File: src/rtl/scaler_pkg.sv
// Shared defaults, FSM encoding and width helpers for the image scaler.
package scaler_pkg;

    localparam int IMG_W_DEF   = 160;
    localparam int IMG_H_DEF   = 120;
    localparam int SCR_W_DEF   = 640;
    localparam int SCR_H_DEF   = 480;
    localparam int PIX_W_DEF   = 8;
    localparam int K_MAX_DEF   = 3;
    localparam int MEM_LAT_DEF = 1;

    typedef enum logic [2:0] {
        ST_IDLE,
        ST_ISSUE,
        ST_DRAIN,
        ST_OFF,
        ST_DONE
    } state_t;

    // Largest displayed extent along one axis needs this many bits of relative coordinate.
    function automatic int rel_width(input int img, input int k_max);
        return $clog2(img << k_max);
    endfunction

    // Room for 4^k_max full-scale pixels.
    function automatic int acc_width(input int pix_w, input int k_max);
        return pix_w + 2 * k_max;
    endfunction

endpackage

File: src/rtl/scaler_window.sv
// Places the scaled image on the screen: centers a small display, center-crops an oversize one,
// and converts a screen coordinate into a coordinate relative to the displayed image.
module scaler_window import scaler_pkg::*; #(
    parameter int IMG_W = IMG_W_DEF,
    parameter int IMG_H = IMG_H_DEF,
    parameter int SCR_W = SCR_W_DEF,
    parameter int SCR_H = SCR_H_DEF,
    parameter int K_MAX = K_MAX_DEF
) (
    input  logic                                zoom_in,
    input  logic [$clog2(K_MAX+1)-1:0]          k,
    input  logic [$clog2(SCR_W)-1:0]            req_x,
    input  logic [$clog2(SCR_H)-1:0]            req_y,
    output logic                                in_win,
    output logic [rel_width(IMG_W, K_MAX)-1:0]  x_rel,
    output logic [rel_width(IMG_H, K_MAX)-1:0]  y_rel
);

    localparam int RXW = rel_width(IMG_W, K_MAX);
    localparam int RYW = rel_width(IMG_H, K_MAX);

    logic [31:0] dw, dh, ox, oy;
    logic        crop_x, crop_y, in_x, in_y;

    always_comb begin
        dw     = zoom_in ? (32'(IMG_W) << k) : (32'(IMG_W) >> k);
        crop_x = dw > 32'(SCR_W);
        ox     = crop_x ? ((dw - 32'(SCR_W)) >> 1) : ((32'(SCR_W) - dw) >> 1);
        if (crop_x) begin
            in_x  = 1'b1;
            x_rel = RXW'(32'(req_x) + ox);
        end else begin
            in_x  = (32'(req_x) >= ox) && (32'(req_x) < ox + dw);
            x_rel = RXW'(32'(req_x) - ox);
        end

        dh     = zoom_in ? (32'(IMG_H) << k) : (32'(IMG_H) >> k);
        crop_y = dh > 32'(SCR_H);
        oy     = crop_y ? ((dh - 32'(SCR_H)) >> 1) : ((32'(SCR_H) - dh) >> 1);
        if (crop_y) begin
            in_y  = 1'b1;
            y_rel = RYW'(32'(req_y) + oy);
        end else begin
            in_y  = (32'(req_y) >= oy) && (32'(req_y) < oy + dh);
            y_rel = RYW'(32'(req_y) - oy);
        end

        in_win = in_x && in_y;
    end

endmodule

File: src/rtl/img_scaler_core.sv
// Maps a screen coordinate request to a scaled image pixel: window mapping, frame-memory read
// sequencing and 2^k x 2^k block averaging, one request in flight.
//
// Handshakes: a transfer happens on a rising edge where valid && ready are both high; a source
// holds valid and its payload stable until that edge; ready never depends on the same side's valid.
module img_scaler_core import scaler_pkg::*; #(
    parameter int IMG_W   = IMG_W_DEF,
    parameter int IMG_H   = IMG_H_DEF,
    parameter int SCR_W   = SCR_W_DEF,
    parameter int SCR_H   = SCR_H_DEF,
    parameter int PIX_W   = PIX_W_DEF,
    parameter int K_MAX   = K_MAX_DEF,
    parameter int MEM_LAT = MEM_LAT_DEF
) (
    input  logic                        clk,
    input  logic                        reset,
    input  logic                        cfg_zoom_in,
    input  logic                        cfg_avg,
    input  logic [$clog2(K_MAX+1)-1:0]  cfg_k,
    input  logic                        req_valid,
    output logic                        req_ready,
    input  logic [$clog2(SCR_W)-1:0]    req_x,
    input  logic [$clog2(SCR_H)-1:0]    req_y,
    output logic                        mem_rd_en,
    output logic [$clog2(IMG_W)-1:0]    mem_x,
    output logic [$clog2(IMG_H)-1:0]    mem_y,
    input  logic [PIX_W-1:0]            mem_data,
    output logic                        out_valid,
    input  logic                        out_ready,
    output logic [PIX_W-1:0]            out_pixel,
    output logic                        out_on_image,
    output state_t                      dbg_state
);

    localparam int KW    = $clog2(K_MAX + 1);
    localparam int XI    = $clog2(IMG_W);
    localparam int YI    = $clog2(IMG_H);
    localparam int RXW   = rel_width(IMG_W, K_MAX);
    localparam int RYW   = rel_width(IMG_H, K_MAX);
    localparam int ACC_W = acc_width(PIX_W, K_MAX);
    localparam int CNT_W = 2 * K_MAX + 1;
    localparam int SW    = K_MAX;

    state_t state, state_nx;

    logic           in_win, accept, ret_valid;
    logic [RXW-1:0] x_rel;
    logic [RYW-1:0] y_rel;

    logic [KW-1:0]      k_r;
    logic               avg_r;
    logic [KW:0]        shift_amt;
    logic [CNT_W-1:0]   n_last, rd_cnt, ret_cnt;
    logic [SW-1:0]      dx, side_last;
    logic [XI-1:0]      base_x;
    logic [MEM_LAT-1:0] pipe;
    logic [ACC_W-1:0]   acc, sum;

    scaler_window #(
        .IMG_W (IMG_W),
        .IMG_H (IMG_H),
        .SCR_W (SCR_W),
        .SCR_H (SCR_H),
        .K_MAX (K_MAX)
    ) u_window (
        .zoom_in (cfg_zoom_in),
        .k       (cfg_k),
        .req_x   (req_x),
        .req_y   (req_y),
        .in_win  (in_win),
        .x_rel   (x_rel),
        .y_rel   (y_rel)
    );

    assign req_ready = (state == ST_IDLE) && !reset;
    assign accept    = req_valid && req_ready;
    assign mem_rd_en = (state == ST_ISSUE);
    assign out_valid = (state == ST_OFF) || (state == ST_DONE);
    assign ret_valid = pipe[MEM_LAT-1];
    assign dbg_state = state;

    // Non-averaging requests (and k=0) collapse to one read with no final shift.
    assign shift_amt = avg_r ? {k_r, 1'b0} : '0;
    assign n_last    = CNT_W'((32'd1 << shift_amt) - 32'd1);
    assign side_last = SW'((32'd1 << k_r) - 32'd1);
    assign sum       = acc + ACC_W'(mem_data);

    always_ff @(posedge clk or posedge reset) begin
        if (reset) state <= ST_IDLE;
        else       state <= state_nx;
    end

    // OFF presents its result straight away; it only falls into DONE when downstream stalls.
    always_comb begin
        state_nx = state;
        unique case (state)
            ST_IDLE:  if (accept) state_nx = in_win ? ST_ISSUE : ST_OFF;
            ST_ISSUE: if (rd_cnt == n_last) state_nx = ST_DRAIN;
            ST_DRAIN: if (ret_valid && (ret_cnt == n_last)) state_nx = ST_DONE;
            ST_OFF:   state_nx = out_ready ? ST_IDLE : ST_DONE;
            ST_DONE:  if (out_ready) state_nx = ST_IDLE;
            default:  state_nx = ST_IDLE;
        endcase
    end

    always_ff @(posedge clk or posedge reset) begin
        if (reset) begin
            pipe         <= '0;
            k_r          <= '0;
            avg_r        <= 1'b0;
            base_x       <= '0;
            mem_x        <= '0;
            mem_y        <= '0;
            dx           <= '0;
            rd_cnt       <= '0;
            ret_cnt      <= '0;
            acc          <= '0;
            out_pixel    <= '0;
            out_on_image <= 1'b0;
        end else begin
            pipe[0] <= mem_rd_en;
            for (int i = 1; i < MEM_LAT; i++) pipe[i] <= pipe[i-1];

            if (accept) begin
                k_r          <= cfg_k;
                avg_r        <= !cfg_zoom_in && cfg_avg;
                base_x       <= XI'(cfg_zoom_in ? (32'(x_rel) >> cfg_k) : (32'(x_rel) << cfg_k));
                mem_x        <= XI'(cfg_zoom_in ? (32'(x_rel) >> cfg_k) : (32'(x_rel) << cfg_k));
                mem_y        <= YI'(cfg_zoom_in ? (32'(y_rel) >> cfg_k) : (32'(y_rel) << cfg_k));
                dx           <= '0;
                rd_cnt       <= '0;
                ret_cnt      <= '0;
                acc          <= '0;
                out_pixel    <= '0;
                out_on_image <= 1'b0;
            end

            // Raster walk of the block, dx fastest; the address stays on the last read once done.
            if (mem_rd_en) begin
                rd_cnt <= rd_cnt + 1'b1;
                if (rd_cnt != n_last) begin
                    if (dx == side_last) begin
                        dx    <= '0;
                        mem_x <= base_x;
                        mem_y <= mem_y + 1'b1;
                    end else begin
                        dx    <= dx + 1'b1;
                        mem_x <= mem_x + 1'b1;
                    end
                end
            end

            if (ret_valid) begin
                acc     <= sum;
                ret_cnt <= ret_cnt + 1'b1;
                if (ret_cnt == n_last) begin
                    out_pixel    <= PIX_W'(sum >> shift_amt);
                    out_on_image <= 1'b1;
                end
            end
        end
    end

endmodule
File: config.mk
export PLATFORM = sky130hd
export DESIGN_NAME = img_scaler_core
export DESIGN_NICKNAME = d
export VERILOG_FILES = /design/src/rtl/scaler_pkg.sv /design/src/rtl/scaler_window.sv /design/src/rtl/img_scaler_core.sv
export SDC_FILE = /design/constraint.sdc
export NUM_CORES = 1
export LEC_CHECK = 0
export ABC_AREA = 1
export CAP_MARGIN = 20
export CORE_MARGIN = 2
export CORE_UTILIZATION = 33
export CTS_CLUSTER_DIAMETER = 200
export DETAILED_ROUTE_END_ITERATION = 7
export SYNTH_ARGS = -nofsm -noshare
export SYNTH_HDL_FRONTEND = slang
export SYNTH_SLANG_ARGS = --single-unit
File: constraint.sdc
create_clock -name clk -period 5.5 [get_ports clk]
set_clock_uncertainty 0.15 [all_clocks]
set_input_delay 0.55 -clock clk [delete_from_list [all_inputs] [get_ports clk]]
set_output_delay 0.55 -clock clk [all_outputs]
set_load 0.05 [all_outputs]
==> qor.yml <==
crit_type: "in -> reg"
fp.coreArea_mm2: 0.02257
ys_ff_latch: 70
antennaDiodeCount: 0
status: "finished, final reports clean"
hpwlAfterDp_um: 17280
f_max_ghz: 0.2083
cts_post_setup_buffers_inserted: 0
finalCoreUtilization_pct: 39.06
post_synth_most_frequent_cells: "nand2_1, inv_1, nand3_1, ha_1, a21oi_1"
final-max-slew-violation-count: 0
combPwrFrac_pct: 58.0
p_int_uw: 1796
detail_route.first_pass.iterations: 5
synth.yosys.seq_area_share_pct: 23.14
timing.critical_path.from_type: "input pin"
grt_overflow: 0
avgViaCountPerCell: 5.113
antenna_violations_before_repair: 0
count_of_endpoints_failing_setup_in_the_final_report: 0
sequential_fraction_of_design_power_pct: 26.7
totalPowerFinal_uw: 3561
rsz0062_at_grt: "false"
leakage_dissipation_uw: 0.004399
worstHoldStart: "base_x[1]"
clk-insertion-delay-late_ns: 0.34
fin_cells: 1489
drt_iter0_drc: 467
grt_start_max_net_pins: 71
setup.worst_path.end_class: "flop"
clock_path_buffers: 2
power.ir.vdd_worst_mv: 0.2048
final_layout_net_count: 1327
wl_per_cell_um: 14.62
finalSetupTns_ns: 0
placedCellCount: 1473
clock_sink_count: 70
final_antenna_net_count: 0
gp_congestion: 0.9345
numCtsBuffers: 9
slack_of_the_worst_reg_to_reg_path_ns: 1.82
drc_errors: 0
area_growth_pct: 16.46
ys_types: 54
critical_path_required_ns: 5.62
maxCapViolCount: 0
synthesis.instances: 1139
share_of_the_synthesized_area_in_the_top_cell_type_pct: 23.14
fin_crit_ns: 4.801
slew-limit-headroom_pct: 29.36
cts_hold_buffers: 0
horizontal_die_dimension_um: 155.5
r2r-end: "mem_x[7]"
grt_first_pass_wirelength_um: 36390
switchingPower_uw: 1766
die_area_mm2: 0.02417
cts_max_level: 3
synth_area_leader_cell: "dfrtp_1"
crit-reg2reg-launch: "dbg_state[2]"
worst-r2r-cell-count: 8
async_flop_share_pct: 100.0
floorplan.initialDensity_pct: 33.54
timing.critical_path.fanout_max: 9
ys_warn_count: 0
placement.io_buffers: 64
vias: 7614
totalWireLength_um: 21770
mappedNetlistNets: 1267
transition_time_of_the_tightest_slew_check_pin_ns: 1.056
tritoncts: "built"
cts-resized-gates: 0
ys_dominant_reg_cell: "dfrtp_1"
clock_power_share_pct: 15.4
power_switching_share_pct: 49.58
clkSlewWorstSetupHoldPaths_ns: 0.05
endpoint: "dbg_state[1]"
io_pins: 65
hp-class: "reg -> reg"
floorplan.die.height_um: 155.5
worstSetupStartpoint: "cfg_zoom_in"
final.period_utilization_pct: 87.30
synthesis.area_mm2: 0.007570
fin_hold_ws_ns: 0.3289
synth.avg_cell_area_um2: 6.646
hold_viol_final: 0
grt_pass1_vias: 7264
synthTopCellsByArea: "dfrtp_1, nand2_1, ha_1, nand3_1, inv_1"
grt_usage_pct: 18.35
post_synth_edffs: 0
clock_tree.root_cell: "clkbuf_16"
worst-endpoint-arrival_ns: 4.92
num_rows: 55
final_layout_size_suffix_gt1_share_pct: 5.066
yosys.cell_count.top_type: "nand2_1"
pwr_density_cell_mw_per_mm2: 404.0
==> metal layers <==
layer / vias to the layer above / share of wire [%] / global-route usage [%]
li1: 3953 / - / -
met1: 3493 / 52 / 27.27
met2: 157 / 44 / 29.22
met3: 11 / 4.0 / 1.783
met4: 0 / 0.63 / 3.102
met5: - / 0 / 0
==> power groups by stage <==
stage | registers [µW] | clock network [µW] | logic (µW)
4_1_cts | 952 | 557 | 2070
3_5_place_dp | 959 | 0 | 2060
5_1_grt | 988 | 582 | 2310
6_report | 950 | 548 | 2060
3_3_place_gp | 954 | 0 | 2040
2_1_floorplan | 1190 | 0 | 1250
==> placed cells by master (no fill, tap or decap), drive strengths merged, types with 2 or more instances in the layout <==
cell type        n
nor3            12
nand3          108
clkinv           5
a21o             3
xor2            29
a21oi           81
inv            130
o31ai            3
o21bai           3
nand2          326
nor2            80
nand3b           4
a31oi           14
xnor2           11
o2111ai          2
o22ai           19
fa               4
nor4             2
or2              7
clkdlybuf4s50   64
ha              89
clkbuf          13
nand4           20
a211oi           2
o32ai            2
o21a             2
dfrtp           70
o21ai           66
a22oi            3
o211ai           4
buf             16
a221oi           3
==> area by class of cell <==
cell class | count | area [µm²]
sequential | 70 | 1752
inverter | 132 | 495.5
multi-input combinational | 906 | 5172
timing repair buffer | 80 | 760.7
clock buffer | 13 | 260.3
fill | 2427 | 13760
tap | 285 | 356.6
clock inverter | 3 | 18.77
==> worst min-delay path by stage <==
stage / slack, ns / to / cells past startpoint
detailed placement: 0.32 / base_x[1] / 2
global placement: 0.31 / base_x[0] / 2
floorplan: 0.29 / base_x[0] / 2
CTS: 0.33 / base_x[1] / 2
finish: 0.33 / base_x[1] / 2
global route: 0.35 / base_x[6] / 2
==> worst max-delay path, stage by stage <==
cell,delay [ns]
clkdlybuf4s50_1,0.67
nor2_1,0.11
inv_1,0.21
ha_1,0.35
a21oi_4,0.15
inv_2,0.15
nand2_1,0.11
inv_1,0.09
ha_1,0.16
inv_1,0.05
fa_1,0.41
o21ai_0,0.38
a31oi_1,0.15
xor2_1,0.17
ha_1,0.27
inv_1,0.04
o31a_1,0.28
nand2_1,0.06
nand2_1,0.04
nand2_1,0.05
nand3_1,0.09
nand2_1,0.07
nand2_1,0.06
nand3_1,0.11
nand2_1,0.06
nand2_1,0.06
==> state kept, by name, indices dropped and copies added, names as in the netlist <==
signal,flops
mem_y,7
acc,14
dbg_state,3
dx,3
ret_cnt,7
rd_cnt,7
mem_x,8
k_r,2
avg_r,1
base_x,8
out_on_image,1
pipe,1
out_pixel,8
==> per-stage QoR <==
stage	setup WS (ns)	area (µm²)
global route	0.2476	8816
global placement	0.4762	8537
finish	0.6987	8816
floorplan	1.312	7570
detailed placement	0.4163	8537
CTS	0.7516	8816
==> cell families (layout without fill, tap and decap cells) <==
family | Yosys count | after routing | synth area share [%]
buffers and inverters | 163 | 228 | 8.562
xor gates and xnor gates | 40 | 40 | 4.628
and+or+nand+nor | 561 | 561 | 31.75
adders and majority gates | 93 | 93 | 15.77
other | 1 | 1 | 0.04954
DFF | 70 | 70 | 23.14
AOI/OAI and AO/OA | 211 | 211 | 16.10
Power figures use the tool's default switching activity.
